==> src/rtl/txt_overlay_draw_pkg.sv <==
// Shared constants and types for the text overlay draw stage.
//   CHAR_W / CHAR_H    glyph size in pixels (font byte width, font line count)
//   FONT_ADDR_W        font ROM address width: {char_code, line}
//   CHAR_XY_W          text ROM address width: {row, col}
//   PIPE_LAT           input-to-output latency in clocks
//   timing_t           raster timing plus background colour, carried down the pipe
package txt_overlay_draw_pkg;

   localparam int CHAR_W      = 8;
   localparam int CHAR_H      = 16;
   localparam int CNT_W       = 11;
   localparam int RGB_W       = 12;
   localparam int CODE_W      = 7;
   localparam int LINE_W      = 4;
   localparam int BIT_W       = 3;
   localparam int FONT_ADDR_W = CODE_W + LINE_W;
   localparam int CHAR_XY_W   = 8;
   localparam int PIPE_LAT    = 4;

   typedef struct packed {
      logic [CNT_W-1:0] hcount;
      logic [CNT_W-1:0] vcount;
      logic             hsync;
      logic             vsync;
      logic             hblnk;
      logic             vblnk;
      logic [RGB_W-1:0] rgb;
   } timing_t;

endpackage

==> src/rtl/txt_overlay_draw_if.sv <==
// Text ROM / font ROM read bus.
//   char_xy     drawer -> text ROM   {row[3:0], col[3:0]}
//   char_code   text ROM -> drawer   valid 1 clk after char_xy
//   font_addr   drawer -> font ROM   {char_code, line[3:0]}
//   font_pixels font ROM -> drawer   valid 1 clk after font_addr, bit7 = leftmost
// master = drawer, slave = ROM side.
interface txt_overlay_draw_if;
   import txt_overlay_draw_pkg::*;

   logic [CHAR_XY_W-1:0]   char_xy;
   logic [CODE_W-1:0]      char_code;
   logic [FONT_ADDR_W-1:0] font_addr;
   logic [CHAR_W-1:0]      font_pixels;

   modport master (
      output char_xy,
      output font_addr,
      input  char_code,
      input  font_pixels
   );

   modport slave (
      input  char_xy,
      input  font_addr,
      output char_code,
      output font_pixels
   );

endinterface

==> src/rtl/txt_overlay_draw_delay.sv <==
// Fixed-length shift register with async active-high reset.
//   clk, rst   clock / async reset (clears every stage)
//   din        WIDTH-bit input
//   dout       din delayed by CLK_DEL clocks (CLK_DEL >= 1)
module txt_overlay_draw_delay #(
   parameter int WIDTH   = 1,
   parameter int CLK_DEL = 1
) (
   input  logic             clk,
   input  logic             rst,
   input  logic [WIDTH-1:0] din,
   output logic [WIDTH-1:0] dout
);

   logic [CLK_DEL-1:0][WIDTH-1:0] sr;

   always_ff @(posedge clk or posedge rst) begin
      if (rst) begin
         sr <= '0;
      end else begin
         sr[0] <= din;
         for (int i = 1; i < CLK_DEL; i++) begin
            sr[i] <= sr[i-1];
         end
      end
   end

   assign dout = sr[CLK_DEL-1];

endmodule

==> src/rtl/txt_overlay_draw.sv <==
// Text overlay draw stage in the VGA chain. Looks up the character under each pixel
// in a text ROM, then the glyph line in a font ROM, and paints FG_COLOR on set glyph
// bits inside the text box. Everything is delayed 4 clocks so output stays aligned.
//   clk, rst                         pixel clock, async active-high reset
//   text_en, pos_x, pos_y            overlay enable and box top-left, taken at frame start
//   hcount_in .. vblnk_in, rgb_in    incoming raster timing and background colour
//   rom                              text/font ROM read bus (master side)
//   hcount_out .. vblnk_out, rgb_out timing and colour, 4 clocks later
module txt_overlay_draw
   import txt_overlay_draw_pkg::*;
#(
   parameter int               COLS     = 16,
   parameter int               ROWS     = 1,
   parameter logic [RGB_W-1:0] FG_COLOR = 12'hFFF
) (
   input  logic               clk,
   input  logic               rst,
   input  logic               text_en,
   input  logic [CNT_W-1:0]   pos_x,
   input  logic [CNT_W-1:0]   pos_y,
   input  logic [CNT_W-1:0]   hcount_in,
   input  logic [CNT_W-1:0]   vcount_in,
   input  logic               hsync_in,
   input  logic               vsync_in,
   input  logic               hblnk_in,
   input  logic               vblnk_in,
   input  logic [RGB_W-1:0]   rgb_in,
   txt_overlay_draw_if.master rom,
   output logic [CNT_W-1:0]   hcount_out,
   output logic [CNT_W-1:0]   vcount_out,
   output logic               hsync_out,
   output logic               vsync_out,
   output logic               hblnk_out,
   output logic               vblnk_out,
   output logic [RGB_W-1:0]   rgb_out
);

   localparam logic [CNT_W-1:0] BOX_W = CNT_W'(COLS * CHAR_W);
   localparam logic [CNT_W-1:0] BOX_H = CNT_W'(ROWS * CHAR_H);

   logic             frame_start;
   logic [CNT_W-1:0] pos_x_q, pos_y_q;
   logic             en_q;
   logic [CNT_W-1:0] pos_x_eff, pos_y_eff;
   logic             en_eff;
   logic [CNT_W-1:0] rel_x, rel_y;
   logic             in_box;

   logic [CHAR_XY_W-1:0] char_xy_q;
   logic [LINE_W-1:0]    line_d1, line_d2;
   logic [BIT_W-1:0]     bit_d1, bit_d3;
   logic                 in_box_d1, in_box_d3;
   logic                 pix;

   timing_t tim_in, tim_d3, tim_out;

   assign frame_start = (vcount_in == '0) && (hcount_in == '0);

   always_ff @(posedge clk or posedge rst) begin
      if (rst) begin
         pos_x_q <= '0;
         pos_y_q <= '0;
         en_q    <= 1'b0;
      end else if (frame_start) begin
         pos_x_q <= pos_x;
         pos_y_q <= pos_y;
         en_q    <= text_en;
      end
   end

   // The frame-start pixel itself already belongs to the new frame.
   assign pos_x_eff = frame_start ? pos_x   : pos_x_q;
   assign pos_y_eff = frame_start ? pos_y   : pos_y_q;
   assign en_eff    = frame_start ? text_en : en_q;

   assign rel_x = hcount_in - pos_x_eff;
   assign rel_y = vcount_in - pos_y_eff;

   // The >= checks stop a box near 2047 from wrapping onto the left/top edge.
   assign in_box = en_eff
                   && (hcount_in >= pos_x_eff) && (rel_x < BOX_W)
                   && (vcount_in >= pos_y_eff) && (rel_y < BOX_H)
                   && !hblnk_in && !vblnk_in;

   always_ff @(posedge clk or posedge rst) begin
      if (rst) begin
         char_xy_q <= '0;
         line_d1   <= '0;
         bit_d1    <= '0;
         in_box_d1 <= 1'b0;
      end else begin
         char_xy_q <= in_box ? {rel_y[7:4], rel_x[6:3]} : '0;
         line_d1   <= rel_y[3:0];
         bit_d1    <= rel_x[2:0];
         in_box_d1 <= in_box;
      end
   end

   assign rom.char_xy = char_xy_q;

   // Line must meet char_code (text ROM registers once).
   txt_overlay_draw_delay #(.WIDTH(LINE_W), .CLK_DEL(1)) u_line_dly (
      .clk  (clk),
      .rst  (rst),
      .din  (line_d1),
      .dout (line_d2)
   );

   // Bit select and box flag must meet font_pixels (both ROMs register).
   txt_overlay_draw_delay #(.WIDTH(BIT_W), .CLK_DEL(2)) u_bit_dly (
      .clk  (clk),
      .rst  (rst),
      .din  (bit_d1),
      .dout (bit_d3)
   );

   txt_overlay_draw_delay #(.WIDTH(1), .CLK_DEL(2)) u_inbox_dly (
      .clk  (clk),
      .rst  (rst),
      .din  (in_box_d1),
      .dout (in_box_d3)
   );

   assign rom.font_addr = {rom.char_code, line_d2};

   assign pix = rom.font_pixels[3'd7 - bit_d3] & in_box_d3;

   assign tim_in = '{hcount: hcount_in, vcount: vcount_in,
                     hsync: hsync_in, vsync: vsync_in,
                     hblnk: hblnk_in, vblnk: vblnk_in, rgb: rgb_in};

   // Timing runs PIPE_LAT-1 in the shifter; the output register supplies the last clock.
   txt_overlay_draw_delay #(.WIDTH($bits(timing_t)), .CLK_DEL(PIPE_LAT - 1)) u_tim_dly (
      .clk  (clk),
      .rst  (rst),
      .din  (tim_in),
      .dout (tim_d3)
   );

   always_ff @(posedge clk or posedge rst) begin
      if (rst) begin
         tim_out <= '0;
      end else begin
         tim_out <= tim_d3;
         if (pix) begin
            tim_out.rgb <= FG_COLOR;
         end
      end
   end

   assign hcount_out = tim_out.hcount;
   assign vcount_out = tim_out.vcount;
   assign hsync_out  = tim_out.hsync;
   assign vsync_out  = tim_out.vsync;
   assign hblnk_out  = tim_out.hblnk;
   assign vblnk_out  = tim_out.vblnk;
   assign rgb_out    = tim_out.rgb;

endmodule
==> src/flat_wrapper.sv <==
// flat-port wrapper written by rule: the top's interface ports become plain ports
module txt_overlay_draw_flat import txt_overlay_draw_pkg::*;
#(
   parameter int               COLS     = 16,
   parameter int               ROWS     = 1,
   parameter logic [RGB_W-1:0] FG_COLOR = 12'hFFF
)
  (clk, rst, text_en, pos_x, pos_y, hcount_in, vcount_in, hsync_in, vsync_in, hblnk_in, vblnk_in, rgb_in, hcount_out, vcount_out, hsync_out, vsync_out, hblnk_out, vblnk_out, rgb_out, rom_char_xy, rom_font_addr, rom_char_code, rom_font_pixels);
  txt_overlay_draw_if rom_i ();
  input  logic clk;
  input  logic rst;
  input  logic text_en;
  input  logic [CNT_W-1:0] pos_x;
  input  logic [CNT_W-1:0] pos_y;
  input  logic [CNT_W-1:0] hcount_in;
  input  logic [CNT_W-1:0] vcount_in;
  input  logic hsync_in;
  input  logic vsync_in;
  input  logic hblnk_in;
  input  logic vblnk_in;
  input  logic [RGB_W-1:0] rgb_in;
  output logic [CNT_W-1:0] hcount_out;
  output logic [CNT_W-1:0] vcount_out;
  output logic hsync_out;
  output logic vsync_out;
  output logic hblnk_out;
  output logic vblnk_out;
  output logic [RGB_W-1:0] rgb_out;
  output wire logic [$bits(rom_i.char_xy)-1:0] rom_char_xy;
  output wire logic [$bits(rom_i.font_addr)-1:0] rom_font_addr;
  input wire logic [$bits(rom_i.char_code)-1:0] rom_char_code;
  input wire logic [$bits(rom_i.font_pixels)-1:0] rom_font_pixels;
  assign rom_char_xy = rom_i.char_xy;
  assign rom_font_addr = rom_i.font_addr;
  assign rom_i.char_code = rom_char_code;
  assign rom_i.font_pixels = rom_font_pixels;
  txt_overlay_draw #(.COLS(COLS), .ROWS(ROWS), .FG_COLOR(FG_COLOR)) u_core (.clk(clk), .rst(rst), .text_en(text_en), .pos_x(pos_x), .pos_y(pos_y), .hcount_in(hcount_in), .vcount_in(vcount_in), .hsync_in(hsync_in), .vsync_in(vsync_in), .hblnk_in(hblnk_in), .vblnk_in(vblnk_in), .rgb_in(rgb_in), .rom(rom_i), .hcount_out(hcount_out), .vcount_out(vcount_out), .hsync_out(hsync_out), .vsync_out(vsync_out), .hblnk_out(hblnk_out), .vblnk_out(vblnk_out), .rgb_out(rgb_out));
endmodule
==> config.mk <==
export PLATFORM = sky130hd
export DESIGN_NAME = txt_overlay_draw_flat
export DESIGN_NICKNAME = d
export VERILOG_FILES = /design/src/rtl/txt_overlay_draw_pkg.sv /design/src/rtl/txt_overlay_draw_if.sv /design/src/rtl/txt_overlay_draw_delay.sv /design/src/rtl/txt_overlay_draw.sv /design/src/flat_wrapper.sv
export SDC_FILE = /design/constraint.sdc
export NUM_CORES = 1
export LEC_CHECK = 0
export CORE_MARGIN = 2
export CORE_UTILIZATION = 45
export CTS_BUF_LIST = sky130_fd_sc_hd__clkbuf_16
export DETAILED_ROUTE_END_ITERATION = 10
export PLACE_DENSITY = 0.71
export RECOVER_POWER = 50
export SYNTH_ARGS = -nofsm -noshare
export SYNTH_HDL_FRONTEND = slang
export SYNTH_SLANG_ARGS = --single-unit
==> constraint.sdc <==
create_clock -name clk -period 7.83 [get_ports clk]
set_input_delay 1.1745 -clock clk [delete_from_list [all_inputs] [get_ports clk]]
set_output_delay 1.1745 -clock clk [all_outputs]
set_load 0.1 [all_outputs]
==> run summary <==
status -> finished with violations
violated checks -> max-capacitance violations, max-slew violations
Post-CTS Hold Fix Bufs -> 0
layout cells sized above 1 -> 7.89%
fin. max-slew vios -> 130
Synth top area share -> 73.7%
Critical Path Max Stage Delay -> 0.69 ns
flops & latches, synth -> 203
Avg WL per Cell -> 16.2 um
Internal Power -> 1.75 mW
Slowest-stage cell, CP -> nor2_4
Final Setup Violations -> 0
TritonCTS clock tree -> yes
EDFF count, synth -> 0
Layout Cell Area excl Fill -> 8940 sq um
vias per inst -> 4.91
Critical Path AT -> 6.20 ns
buffer and inverter count on the worst path -> 2
RSZ-0062 raised after global routing -> false
core area -> 15100 sq um
Post-Syn Area per Cell -> 14.9 sq um
Post-Syn Area -> 6890 sq um
Clk pwr share -> 41.5%
final WL -> 12900 um
Skew-Pair Late Insertion Delay -> 0.48 ns
initial antenna violation count -> 1
vias in the first global route -> 4141
Worst EP required -> 8.21 ns
Largest delay share family, worst path -> simple AND/OR/NAND/NOR gates
placed cell count -> 760
post-CTS sizing -> 0
critical path endpoint category -> flop
Post-DP HPWL -> 8850 um
dpl cell area -> 8280 sq um
vias -> 3916
die width -> 128 um
max_cap viols -> 1
largest net degree at the start of global routing -> 130
Leakage -> 4.05 nW
NetSw -> 538 uW
Final period util -> 74.3%
ANT nets after route -> 0
Initial Utilization -> 45.7%
CP Class -> input pin to flop
Seq pwr share -> 48.5%
first-pass GRT wire length -> 20600 um
pwr dens -> 256 nW/um^2
final hold violation count -> 0
Final TNS setup -> 0 ns
CTS root buf -> clkbuf_16
clk buf depth -> 3
ys async rst share -> 100%
CP startpoint kind -> input pin
GP Congestion -> 0.901
max_slew headroom -> -211%
row count -> 45
HP Class -> flop to flop
Cell variety after synth -> 55
number of port buffers -> 120
sequential fraction of the synthesis area -> 73.7%
Tot GR Track Use -> 16.1%
top cells by area, synth -> dfrtp_1 (74%), ha_1 (3.3%), mux2i_1 (2.3%), inv_1 (2.0%), mux2_2 (1.6%)
non-filler cells, final -> 797
crit path max fanout -> 22
area growth from synthesis to layout -> 29.7%
Die Footprint -> 16300 sq um
CTS Sinks -> 203
Most common cell on crit path -> nor4_1
drt first pass iters -> 4
Synth area leader -> dfrtp_1
Tmin final -> 5.82 ns
starting DRC count in detailed routing -> 189
remaining global-route overflow -> 0
Setup Skew -> 0.00829 ns
Setup Buffers After CTS -> 0
layout net count -> 693
cells after synthesis -> 461
Num CTS Buffers -> 21
number of remaining DRC errors -> 0
I/O pin cnt -> 135
die span in y -> 128 um
top_reg_cell synth -> dfrtp_1
Comb power frac -> 10.0%
Power Total -> 2.29 mW
Net Sw Frac -> 23.5%
critical path cell sequence -> dlygate4sd3_1, nor4_1, nand4_2, nor2_4, mux2_2, ha_1, fa_1, inv_1, a21oi_1, nor4_1, nor4_1, o32ai_1, maj3_2, mux2i_1, o2111ai_2, nor3_1
Peak Freq -> 172 MHz
Peak VDD IR -> 0.157 mV
synthesis warning total -> 0
Reg clk slew, reported paths -> 0.06 ns
actual slew at the worst max-slew pin -> 4.65 ns
H-Tree Level Count -> 1
==> cell type report <==
cell class | count | area [sq um]
antenna | 1 | 2.50
clock inverter | 15 | 139
clock buffer | 21 | 526
multi-input combinational | 212 | 1610
timing repair buffer | 121 | 1210
sequential | 203 | 5080
fill | 1205 | 6150
inverter | 36 | 135
tap | 188 | 235
==> cells by family (layout without fill, tap and decap cells) <==
family	count (synthesis)	count (layout)	synth area share, %
compound gates	64	64	6.07
xor+xnor	11	11	1.40
fa+ha+maj	21	21	4.01
buf+inv	49	193	3.05
flops	203	203	73.7
mux	28	28	4.61
other cells	1	5	0.0544
simple gates	84	84	7.06
==> power groups by stage <==
stage          sequential (mW)  clock [mW]  combinational [mW]
2_1_floorplan             1.21           0              0.0740
3_3_place_gp              1.12           0               0.233
3_5_place_dp              1.13           0               0.235
4_1_cts                   1.11       0.979               0.236
5_1_grt                   1.11        1.03               0.244
6_report                  1.11       0.948               0.230
==> final timing paths <==
kind | startpoint | to | slack [ns] | cells after the start
max reg2reg | u_core.pos_x_q[0]$_DFF_PP0_ | u_core.rom.char_xy[3]$_DFF_PP0_ | 4.72 | 12
max | vcount_in[4] | u_core.rom.char_xy[3]$_DFF_PP0_ | 2.01 | 16
min in group asynchronous | rst | u_core.rom.char_xy[6]$_DFF_PP0_ | 2.95 | 2
min | u_core.u_tim_dly.dout[33]$_DFF_PP0_ | u_core.hcount_out[6]$_DFF_PP0_ | 0.34 | 0
min reg2reg | u_core.u_tim_dly.dout[33]$_DFF_PP0_ | u_core.hcount_out[6]$_DFF_PP0_ | 0.34 | 0
max in group asynchronous | rst | u_core.vcount_out[10]$_DFF_PP0_ | 2.19 | 3
==> Yosys cell counts, types with 2 or more instances <==
cell type	count
xnor2_1	6
o21ai_0	14
dfrtp_1	203
fa_1	2
inv_1	36
and2_1	3
clkbuf_1	5
and4_1	2
nor4_1	8
o21bai_1	2
o32ai_1	2
o211ai_1	2
mux4_2	2
a31oi_1	4
mux2i_1	16
o31ai_1	2
nand4_1	4
a211oi_1	4
nand2_1	12
nor2b_1	3
and3_1	2
buf_4	7
or4_1	2
a21oi_1	19
nand3_1	5
ha_1	18
xor2_1	5
a21o_1	2
nand2b_1	15
mux2_2	10
nor4_2	2
nor2_1	13
nor3_1	7
==> cells in the final DEF (no fill, tap or decap), types with 3 or more instances in the layout <==
cell type / instances
dfrtp_1: 203
clkdlybuf4s50_1: 81
inv_1: 44
dlygate4sd3_1: 39
clkbuf_16: 21
a21oi_1: 19
ha_1: 18
mux2i_1: 16
nand2b_1: 15
o21ai_0: 14
nor2_1: 13
nand2_1: 12
mux2_2: 10
nor4_1: 8
nor3_1: 7
xnor2_1: 6
nand3_1: 5
xor2_1: 5
a31oi_1: 4
a211oi_1: 4
nand4_1: 4
conb_1: 4
and2_1: 3
nor2b_1: 3
clkinv_2: 3
bufinv_16: 3
==> stage by stage <==
step	hold WS, ns	worst slack [ns]	utilization, %
5_1_grt	0.339	1.12	59.2
4_1_cts	0.342	2.11	59.3
3_3_place_gp	0.331	1.78	54.9
6_report	0.342	2.01	59.2
2_1_floorplan	0.331	1.12	-
3_5_place_dp	0.335	1.65	54.9
==> flip-flops by register name, summed over array words and instances (netlist names), 3 cells and up, named ones only <==
| register | cells |
|---|---|
| u_core.bit_d1 | 3 |
| u_core.hcount_out | 11 |
| u_core.line_d1 | 4 |
| u_core.pos_x_q | 9 |
| u_core.pos_y_q | 11 |
| u_core.rgb_out | 12 |
| u_core.rom.char_xy | 8 |
| u_core.u_bit_dly.dout | 3 |
| u_core.u_bit_dly.sr | 3 |
| u_core.u_line_dly.dout | 4 |
| u_core.u_tim_dly.dout | 38 |
| u_core.u_tim_dly.sr | 76 |
| u_core.vcount_out | 11 |
==> per-layer routing <==
layer | up-vias | track usage [%] | wire, um
met1 | 1935 | 20.9 | 5550
met4 | 0 | 4.85 | 210
li1 | 1831 | - | -
met3 | 17 | 3.71 | 815
met5 | - | 0 | 0
met2 | 133 | 27.3 | 6360
No activity file was read; power rests on OpenSTA's default activity.
